===== config.mk =====
export PLATFORM = sky130hd
export DESIGN_NAME = mem_stage_ctrl_flat
export DESIGN_NICKNAME = d
export VERILOG_FILES = /design/src/rtl/mem_stage_ctrl_if.sv /design/src/rtl/mem_stage_ctrl.sv /design/src/flat_wrapper.sv
export SDC_FILE = /design/constraint.sdc
export NUM_CORES = 1
export LEC_CHECK = 0
export ABC_AREA = 1
export CAP_MARGIN = 5
export CORE_MARGIN = 2
export CORE_UTILIZATION = 35
export DETAILED_ROUTE_END_ITERATION = 7
export HOLD_SLACK_MARGIN = 0.1
export PLACE_DENSITY = 0.7
export SLEW_MARGIN = 40
export SYNTH_ARGS = -nofsm -noshare
export SYNTH_HDL_FRONTEND = slang
export SYNTH_SLANG_ARGS = --single-unit

===== constraint.sdc =====
create_clock -name clk -period 1.49 [get_ports clk]
set_input_delay 0.149 -clock clk [delete_from_list [all_inputs] [get_ports clk]]
set_output_delay 0.149 -clock clk [all_outputs]
set_load 0.01 [all_outputs]

===== src/rtl/mem_stage_ctrl_if.sv =====
// Data-memory request/acknowledge port between the MEM-stage controller and the memory.
interface mem_stage_ctrl_if;
  logic        dmem_req;
  logic        dmem_we;
  logic [31:0] dmem_addr;
  logic [31:0] dmem_wdata;
  logic [31:0] dmem_rdata;
  logic        dmem_ack;

  modport master (
    output dmem_req,
    output dmem_we,
    output dmem_addr,
    output dmem_wdata,
    input  dmem_rdata,
    input  dmem_ack
  );

  modport slave (
    input  dmem_req,
    input  dmem_we,
    input  dmem_addr,
    input  dmem_wdata,
    output dmem_rdata,
    output dmem_ack
  );
endinterface


===== src/rtl/mem_stage_ctrl.sv =====
// MEM-stage controller: consumes the EX/MEM register, runs multi-cycle data-memory
// accesses over a req/ack port, stalls the upstream pipeline while an access is in
// flight and loads the MEM/WB register.
//
// state | meaning
// IDLE  | accepting the EX/MEM instruction; non-memory ops go straight to WB
// BUSY  | request outstanding, waiting for ack or timeout
// DONE  | access finished; WB loads the latched result on the next edge
module mem_stage_ctrl #(
  parameter int TIMEOUT = 16
) (
  input  logic        clk,
  input  logic        rst,
  input  logic        regwriteM,
  input  logic        memtoregM,
  input  logic        memwriteM,
  input  logic [31:0] aluoutM,
  input  logic [31:0] writedataM,
  input  logic [4:0]  writeregM,
  input  logic [31:0] instrM,
  mem_stage_ctrl_if.master dmem,
  output logic        stallM,
  output logic        regwriteW,
  output logic        memtoregW,
  output logic [31:0] readdataW,
  output logic [31:0] aluoutW,
  output logic [4:0]  writeregW,
  output logic [31:0] instrW,
  output logic        misalign_err,
  output logic        bus_err
);

  localparam int CW = (TIMEOUT > 2) ? $clog2(TIMEOUT) : 1;

  typedef enum logic [1:0] {IDLE, BUSY, DONE} state_t;

  state_t         state, state_nx;
  logic [CW-1:0]  cnt;
  logic           nonmem, aligned;
  logic           issue, misalign, got_ack, timed_out;
  logic           lat_regwrite, lat_load, lat_store, lat_to;
  logic [31:0]    lat_aluout, lat_instr, lat_rdata;
  logic [4:0]     lat_writereg;

  // An unknown op flag falls through to the memory-op branch.
  assign nonmem  = ~memtoregM & ~memwriteM;
  assign aligned = (aluoutM[1:0] == 2'b00);

  // State register.
  always_ff @(posedge clk) begin
    if (rst) state <= IDLE;
    else     state <= state_nx;
  end

  // Next state, stall and per-cycle control strobes.
  always_comb begin
    state_nx  = state;
    stallM    = 1'b0;
    issue     = 1'b0;
    misalign  = 1'b0;
    got_ack   = 1'b0;
    timed_out = 1'b0;
    case (state)
      IDLE: begin
        if (nonmem) begin
          state_nx = IDLE;
        end else if (aligned) begin
          stallM   = 1'b1;
          issue    = 1'b1;
          state_nx = BUSY;
        end else begin
          misalign = 1'b1;
        end
      end
      BUSY: begin
        stallM = 1'b1;
        if (dmem.dmem_ack) begin
          got_ack  = 1'b1;
          state_nx = DONE;
        end else if (cnt == '0) begin
          timed_out = 1'b1;
          state_nx  = DONE;
        end
      end
      DONE:    state_nx = IDLE;
      default: state_nx = IDLE;
    endcase
    if (rst) begin
      state_nx  = IDLE;
      stallM    = 1'b0;
      issue     = 1'b0;
      misalign  = 1'b0;
      got_ack   = 1'b0;
      timed_out = 1'b0;
    end
  end

  // Memory port, wait counter, latched M fields and error flags.
  always_ff @(posedge clk) begin
    if (rst) begin
      dmem.dmem_req   <= 1'b0;
      dmem.dmem_we    <= 1'b0;
      dmem.dmem_addr  <= '0;
      dmem.dmem_wdata <= '0;
      cnt             <= '0;
      lat_regwrite    <= 1'b0;
      lat_load        <= 1'b0;
      lat_store       <= 1'b0;
      lat_to          <= 1'b0;
      lat_aluout      <= '0;
      lat_instr       <= '0;
      lat_rdata       <= '0;
      lat_writereg    <= '0;
      misalign_err    <= 1'b0;
      bus_err         <= 1'b0;
    end else begin
      misalign_err <= misalign;
      if (timed_out) bus_err <= 1'b1;
      if (issue) begin
        dmem.dmem_req   <= 1'b1;
        dmem.dmem_we    <= memwriteM;
        dmem.dmem_addr  <= aluoutM;
        dmem.dmem_wdata <= writedataM;
        cnt             <= CW'(TIMEOUT - 1);
        lat_regwrite    <= regwriteM;
        lat_load        <= memtoregM & ~memwriteM;
        lat_store       <= memwriteM;
        lat_to          <= 1'b0;
        lat_aluout      <= aluoutM;
        lat_instr       <= instrM;
        lat_rdata       <= '0;
        lat_writereg    <= writeregM;
      end else if (got_ack) begin
        dmem.dmem_req <= 1'b0;
        if (lat_load) lat_rdata <= dmem.dmem_rdata;
      end else if (timed_out) begin
        dmem.dmem_req <= 1'b0;
        lat_to        <= 1'b1;
      end else if (state == BUSY) begin
        cnt <= cnt - 1'b1;
      end
    end
  end

  // MEM/WB register: M fields, latched access result, or a bubble.
  always_ff @(posedge clk) begin
    if (rst) begin
      regwriteW <= 1'b0;
      memtoregW <= 1'b0;
      readdataW <= '0;
      aluoutW   <= '0;
      writeregW <= '0;
      instrW    <= '0;
    end else if (state == IDLE && nonmem) begin
      regwriteW <= regwriteM;
      memtoregW <= 1'b0;
      readdataW <= '0;
      aluoutW   <= aluoutM;
      writeregW <= writeregM;
      instrW    <= instrM;
    end else if (misalign) begin
      regwriteW <= 1'b0;
      memtoregW <= 1'b0;
      readdataW <= '0;
      aluoutW   <= '0;
      writeregW <= '0;
      instrW    <= instrM;
    end else if (state == DONE) begin
      regwriteW <= lat_regwrite & ~lat_store & ~lat_to;
      memtoregW <= lat_load & ~lat_to;
      readdataW <= (lat_load && !lat_to) ? lat_rdata : '0;
      aluoutW   <= lat_aluout;
      writeregW <= lat_to ? 5'd0 : lat_writereg;
      instrW    <= lat_instr;
    end else begin
      regwriteW <= 1'b0;
      memtoregW <= 1'b0;
      readdataW <= '0;
      aluoutW   <= '0;
      writeregW <= '0;
      instrW    <= '0;
    end
  end

endmodule


===== src/flat_wrapper.sv =====
// flat-port wrapper written by rule: the top's interface ports become plain ports
module mem_stage_ctrl_flat 
#(
  parameter int TIMEOUT = 16
)
  (clk, rst, regwriteM, memtoregM, memwriteM, aluoutM, writedataM, writeregM, instrM, stallM, regwriteW, memtoregW, readdataW, aluoutW, writeregW, instrW, misalign_err, bus_err, dmem_dmem_req, dmem_dmem_we, dmem_dmem_addr, dmem_dmem_wdata, dmem_dmem_rdata, dmem_dmem_ack);
  mem_stage_ctrl_if dmem_i ();
  input  logic clk;
  input  logic rst;
  input  logic regwriteM;
  input  logic memtoregM;
  input  logic memwriteM;
  input  logic [31:0] aluoutM;
  input  logic [31:0] writedataM;
  input  logic [4:0] writeregM;
  input  logic [31:0] instrM;
  output logic stallM;
  output logic regwriteW;
  output logic memtoregW;
  output logic [31:0] readdataW;
  output logic [31:0] aluoutW;
  output logic [4:0] writeregW;
  output logic [31:0] instrW;
  output logic misalign_err;
  output logic bus_err;
  output wire logic [$bits(dmem_i.dmem_req)-1:0] dmem_dmem_req;
  output wire logic [$bits(dmem_i.dmem_we)-1:0] dmem_dmem_we;
  output wire logic [$bits(dmem_i.dmem_addr)-1:0] dmem_dmem_addr;
  output wire logic [$bits(dmem_i.dmem_wdata)-1:0] dmem_dmem_wdata;
  input wire logic [$bits(dmem_i.dmem_rdata)-1:0] dmem_dmem_rdata;
  input wire logic [$bits(dmem_i.dmem_ack)-1:0] dmem_dmem_ack;
  assign dmem_dmem_req = dmem_i.dmem_req;
  assign dmem_dmem_we = dmem_i.dmem_we;
  assign dmem_dmem_addr = dmem_i.dmem_addr;
  assign dmem_dmem_wdata = dmem_i.dmem_wdata;
  assign dmem_i.dmem_rdata = dmem_dmem_rdata;
  assign dmem_i.dmem_ack = dmem_dmem_ack;
  mem_stage_ctrl #(.TIMEOUT(TIMEOUT)) u_core (.clk(clk), .rst(rst), .regwriteM(regwriteM), .memtoregM(memtoregM), .memwriteM(memwriteM), .aluoutM(aluoutM), .writedataM(writedataM), .writeregM(writeregM), .instrM(instrM), .dmem(dmem_i), .stallM(stallM), .regwriteW(regwriteW), .memtoregW(memtoregW), .readdataW(readdataW), .aluoutW(aluoutW), .writeregW(writeregW), .instrW(instrW), .misalign_err(misalign_err), .bus_err(bus_err));
endmodule

==> run summary, run 1 <==
Clock slew at reported path FFs -> 0.06 ns
Final setup fails -> 1
Final antenna-violating net count -> 0
Number of fillers in the final layout -> 2,273
Die H -> 161 um
Overflow after GRT -> 0
Failing checks -> setup timing
DRT Pass-1 Iters -> 5
Final Max Tran Viols -> 0
RSZ-0062 raised after global routing -> true
Worst reg-to-reg setup slack -> 0.02 ns
Leakage power -> 6.02 nW
Post-Syn Nets -> 1,220
CP endpoint kind -> output port
CTS sink count -> 249
Row cnt -> 57
Crit path kind -> reg -> out
Wirelength per Cell -> 14.8 um
Power Dens Cells -> 1190 nW/um2
Syn avg cell area -> 8.04 um2
R2R depth -> 8
Class of the worst hold path -> in -> reg
DR vias -> 8,095
Largest net degree at the start of global routing -> 65
Status -> complete, but fails checks
Clock Tree Buf Depth -> 3
Chip width -> 161 um
H-tree Lvls -> 1
Final GP Congestion -> 0.838
Total design power -> 15.7 mW
Fraction of layout cells with a size suffix above 1 -> 8.42%
Post-route cell area -> 13,200 um2
Count of max-cap constraint violations -> 0
Register area share after synthesis -> 57.5%
Area Growth Syn to Fin -> 52.3%
N_diodes -> 0
Peak supply drop -> 0.660 mV
Drt initial violations -> 565
Fmax -> 633 MHz
CORE AREA -> 24,300 um2
Final min period -> 1.58 ns
GRT Util Overall -> 18.5%
Rel. slew slack -> 60.8%
Actual slew at the worst max-slew pin -> 0.588 ns
Fin crit share -> 106%
R2r endpoint -> u_core.lat_rdata[22]
Worst-skew pair later-pin latency -> 0.52 ns
# DRC -> 0
Vias in the first global route -> 7,628
Final hold viol count -> 0
Die area -> 26,100 um2
Hold Path Sink -> u_core.dmem.dmem_wdata[3]
Post-DP Area -> 12,300 um2
Final #Nets -> 1,535
Post-Syn Instances -> 1,079
Initial antenna violation count -> 0
Netlist cell types -> 27
Num CTS Buffers -> 27
Final wirelength -> 25.8 mm
Final setup margin -> -0.0893 ns
Multi-input logic area -> 3040 um2
IO Pins -> 311
Hold Crit Depth -> 3
Worst R2R Start -> u_core.state[0]
Most frequent cells in the layout -> dfxtp_1 (247), nand2_1 (228), dlygate4sd2_1 (171), nor2_1 (169), clkdlybuf4s50_1 (137)
Fin util -> 54.3%
CTS tree -> done
Synth Register Bits -> 249
YS warnings -> 0
Startpoint types -> flop
Main synth FF type -> dfxtp_1
Root Driver -> clkbuf_16
Synth Cell Area -> 8680 um2
Number of synthesized flops with an enable pin -> 0
DP Wirelength -> 17.0 mm
Hold Path Origin -> writedataM[3]
Initial core utilization -> 35.7%
Vias per cell -> 4.66
Critical path peak fanout -> 2
Most common cell after layout, fill and taps aside -> dfxtp_1
Post-synth ARST share -> 0%
Req. time, crit path -> 1.34 ns
# port buffers -> 310
Arr. time, crit path -> 1.43 ns
Fin Clk Skew -> 0.00637 ns
First-pass GRT wire length -> 39.5 mm
Register area -> 4990 um2
[per-stage QoR]
stage | std cells | hold WS, ns | setup slack [ns] | setup TNS, ns
floorplan | 1079 | 0.252 | 0.181 | 0
global placement | 1683 | 0.423 | -0.465 | -54.26
detailed placement | 1683 | 0.422 | -0.436 | -54.26
CTS | 1733 | 0.138 | -0.127 | -0.155
global route | 1738 | 0.152 | -0.146 | -1.20
finish | 1738 | 0.160 | -0.0893 | -0.0893
[flip-flops by register name (all words and copies together), names as in the netlist, 2 cells and up]
register	flops
u_core.instrW	32
u_core.lat_writereg	5
u_core.readdataW	32
u_core.cnt	4
u_core.aluoutW	32
u_core.writeregW	5
u_core.lat_instr	32
u_core.lat_rdata	32
u_core.state	2
u_core.dmem.dmem_addr	32
u_core.dmem.dmem_wdata	32
[report_power, final]
part | internal (mW) | switching, mW
clock | 4.36 | 2.67
sequential | 6.91 | 0.102
combinational | 0.809 | 0.820
total | 12.1 | 3.60
[cells in the mapped netlist (6+ instances only)]
library cell,count,area share [%]
inv_1,83,3.6
a21oi_1,45,2.6
buf_2,21,1.2
dfxtp_1,249,57
clkbuf_1,24,1.0
buf_4,14,1.2
buf_1,9,0.39
inv_2,6,0.26
a211oi_1,32,2.8
nand3_1,110,6.3
nand2_1,229,9.9
nor2_1,170,7.4
o21ai_1,9,0.52
o21ai_0,58,3.3
[metal layers]
metal  part of all wire, %  track usage, %  vias to the layer above
met3                   7.1            4.75                       62
met1                    41            22.3                     3710
li1                      -               -                     4054
met5                     0               0                        -
met4                   4.1            8.16                        0
met2                    48            31.1                      269
[timing repair]
item,in CTS,in global routing
hold endpoints to repair,1,0
pin swaps,0,1
setup endpoints to repair,173,101
hold buffers,1,0
gates cloned,0,2
resized for setup,178,15
setup buffers,0,3
[cells by family after synthesis]
kind of cell	count (synthesis)	share of synthesized area [%]
AOI/OAI and AO/OA	145	9.30
DFF	249	57.5
and+or+nand+nor	522	24.8
buffers and inverters	160	8.09
xor gates and xnor gates	1	0.101
adders and majority gates	2	0.288
[area by class of cell]
| class | instances | share of cell area [%] |
|---|---|---|
| Clock inverter | 12 | 1.27 |
| Multi-Input combinational cell | 670 | 23.0 |
| Sequential cell | 249 | 37.7 |
| Timing Repair Buffer | 357 | 26.5 |
| Clock buffer | 37 | 5.93 |
| Tap cell | 324 | 3.07 |
| Inverter | 89 | 2.57 |
[critical path: stages (launching register included)]
cell,delay [ns]
dfxtp_2,0.32
inv_2,0.07
nand2_4,0.06
nor2_4,0.10
nand2_2,0.07
a21oi_2,0.16
buf_6,0.14
[how the worst max path moves through the flow]
| stage | cells after the start | startpoint | to | slack, ns |
|---|---|---|---|---|
| detailed placement | 5 | aluoutM[0] | stallM | -0.44 |
| finish | 6 | u_core.state[0] | stallM | -0.09 |
| CTS | 6 | u_core.state[1] | stallM | -0.13 |
| global placement | 5 | aluoutM[0] | stallM | -0.47 |
| global route | 6 | u_core.state[1] | stallM | -0.15 |
| floorplan | 7 | u_core.state[1] | stallM | 0.18 |
Note: power is estimated with default switching activity, not from simulation.
==> run 2: changes to the inputs <==
Settings changed: CELL_PAD_IN_SITES_DETAIL_PLACEMENT set to 1, CELL_PAD_IN_SITES_GLOBAL_PLACEMENT set to 1, CORE_UTILIZATION 35 to 32, MAX_ROUTING_LAYER set to met4, PLACE_DENSITY 0.7 to 0.85.
==> run 2 against run 1 <==
Compared with the run above: the flow still finishes with violations (setup timing); cell count is 1.7% higher; count of clock-buffer cells in the layout is 2 higher; via count is 4.8% higher; combinational power is 4% higher; total power is 3.3% higher; critical path type unchanged.
==> run summary, run 2 (synthesis results as in run 1) <==
Status -> complete, but fails checks
Failing checks -> setup timing
DRT Pass-1 Iters -> 4 (-1)
Largest net degree at the start of global routing -> 69 (+6.2%)
CP endpoint kind -> output port
Post-DP Area -> 12,400 um2 (+0.82%)
Class of the worst hold path -> in -> reg
Clock Tree Buf Depth -> 3 (unchanged)
Most frequent cell on the critical path -> nand2_2
Row cnt -> 60 (+5.3%)
CORE AREA -> 26,800 um2 (+10%)
GRT Util Overall -> 22.0% (+3.5 points)
RSZ-0062 raised after global routing -> true
Initial core utilization -> 32.4% (-3.3 points)
# DRC -> 0 (unchanged)
Worst-skew pair later-pin latency -> 0.53 ns (about the same)
Seq pwr share -> 43.3% (-1.4 points)
Leakage power -> 6.09 nW (+1.1%)
Actual slew at the worst max-slew pin -> 0.582 ns (-0.00662 ns)
Final wirelength -> 31.1 mm (+20%)
Fin crit share -> 106% (-0.47 points)
DP Wirelength -> 20.7 mm (+22%)
Fin Clk Skew -> 0.00703 ns (+0.000663 ns)
Dpl ws -> -0.389 ns (+0.0468 ns)
Int Pwr -> 12.4 mW (+2.9%)
Final hold viol count -> 0 (unchanged)
CP max stage delay -> 0.33 ns (about the same)
Most frequent cells in the layout -> dfxtp_1 (247), nand2_1 (228), dlygate4sd2_1 (171), nor2_1 (163), clkdlybuf4s50_1 (137)
DR vias -> 8,481 (+4.8%)
H-tree Lvls -> 1 (unchanged)
Arr. time, crit path -> 1.42 ns (about the same)
Final min period -> 1.57 ns (-0.00700 ns)
Peak supply drop -> 0.765 mV (+16%)
Final setup margin -> -0.0823 ns (+0.00700 ns)
Req. time, crit path -> 1.34 ns (about the same)
Fin util -> 49.9% (-4.4 points)
CTS tree -> done
Hold WS -> 0.132 ns (-0.0279 ns)
Crit-path slowest cell -> dfxtp_2
Vias in the first global route -> 9,063 (+19%)
# port buffers -> 310 (unchanged)
Die H -> 169 um (+4.5%)
Drt initial violations -> 435 (-23%)
Crit path kind -> reg -> out
First-pass GRT wire length -> 48.5 mm (+23%)
Fraction of layout cells with a size suffix above 1 -> 9.62% (+1.2 points)
Startpoint types -> flop
Area Growth Syn to Fin -> 54.2%
Wirelength per Cell -> 17.6 um (+18%)
Worst reg-to-reg setup slack -> 0.06 ns (+0.04 ns)
Sw frac -> 23.3% (+0.30 points)
Fin Setup TNS -> -0.0823 ns (+0.00700 ns)
Power Dens Cells -> 1210 nW/um2 (+2.1%)
Critical path peak fanout -> 2 (unchanged)
Clock power frac -> 46.2% (+1.3 points)
Comb pwr share -> 10.4% (about the same)
CTS sink count -> 249 (unchanged)
Root Driver -> clkbuf_16
Fmax -> 636 MHz (+0.45%)
Final GP Congestion -> 0.776 (-7.4%)
Overflow after GRT -> 0 (unchanged)
Non-filler cells, final -> 1,768 (+1.7%)
Final antenna-violating net count -> 0 (unchanged)
Initial antenna violation count -> 3 (+3)
Chip width -> 169 um (+4.5%)
Rel. slew slack -> 61.2% (+0.44 points)
Switching pwr -> 3.76 mW (+4.7%)
Num CTS Buffers -> 28 (+3.7%)
Placed Instances -> 1,709 (+1.5%)
Final Max Tran Viols -> 0 (unchanged)
Clock slew at reported path FFs -> 0.06 ns (about the same)
Final #Nets -> 1,544 (+0.59%)
Number of fillers in the final layout -> 3,194 (+41%)
Worst-path cell chain -> inv_2 -> nand2_2 -> nor2_4 -> nand2_2 -> a21oi_2 -> buf_6
Vias per cell -> 4.80 (+3.0%)
Final setup fails -> 1 (unchanged)
Die area -> 28,400 um2 (+9.1%)
Total design power -> 16.2 mW (+3.3%)
Count of max-cap constraint violations -> 0 (unchanged)
IO Pins -> 311 (unchanged)
Most common cell after layout, fill and taps aside -> dfxtp_1
Post-route cell area -> 13,400 um2 (+1.2%)
==> run 2: repair_timing <==
action | in CTS | in global routing
hold buffers | 1 | 0
gates cloned | 1 | 0
pin swaps | 0 | 4
resized for setup | 181 | 21
hold endpoints to repair | 1 | 0
setup endpoints to repair | 190 | 78
setup buffers | 1 | 2
==> run 2: routing by layer <==
layer | vias to the layer above | part of all wire [%] | GRT usage (%) | wire length (um)
li1 | 4070 | - | - | -
met1 | 4079 | 40 | 24.5 | 12500
met2 | 264 | 50 | 38.1 | 15500
met3 | 68 | 6.1 | 5.40 | 1910
met4 | 0 | 3.9 | 8.40 | 1200
met5 | - | 0 | - | 0
==> run 2: power by group through the flow <==
stage	Sequential [mW]	Combinational, mW	Clock, mW
2_1_floorplan	7.23	0.566	0
3_3_place_gp	7.15	1.73	0
3_5_place_dp	7.17	1.76	0
4_1_cts	7.02	1.67	7.64
5_1_grt	7.03	1.83	7.94
6_report	7.01	1.69	7.48
==> run 2: worst paths after layout <==
path                   startpoint                         to  cells after the start
max reg2reg       u_core.state[0]  u_core.dmem.dmem_addr[10]                      8
max               u_core.state[1]                     stallM                      6
min reg2reg  u_core.lat_rdata[31]       u_core.readdataW[31]                      2
min                           rst            u_core.state[1]                      4
==> run 2: final cells by class <==
type,instances,area (um2),area share [%]
Clock buffer,39,823,6.16
Timing Repair Buffer,365,3540,26.5
Inverter,89,338,2.53
Clock inverter,12,191,1.43
Sequential cell,249,4990,37.3
Tap cell,341,427,3.19
Antenna cell,3,7.51,0.0561
Multi-Input combinational cell,670,3060,22.9
==> run 2: critical path, delay by kind of cell, from the launching register on <==
kind / cells / cell delay (ns)
buffers and inverters: 2 / 0.19
flip-flops: 1 / 0.33
AND/OR/NAND/NOR: 3 / 0.23
AO/OA/AOI/OAI: 1 / 0.14
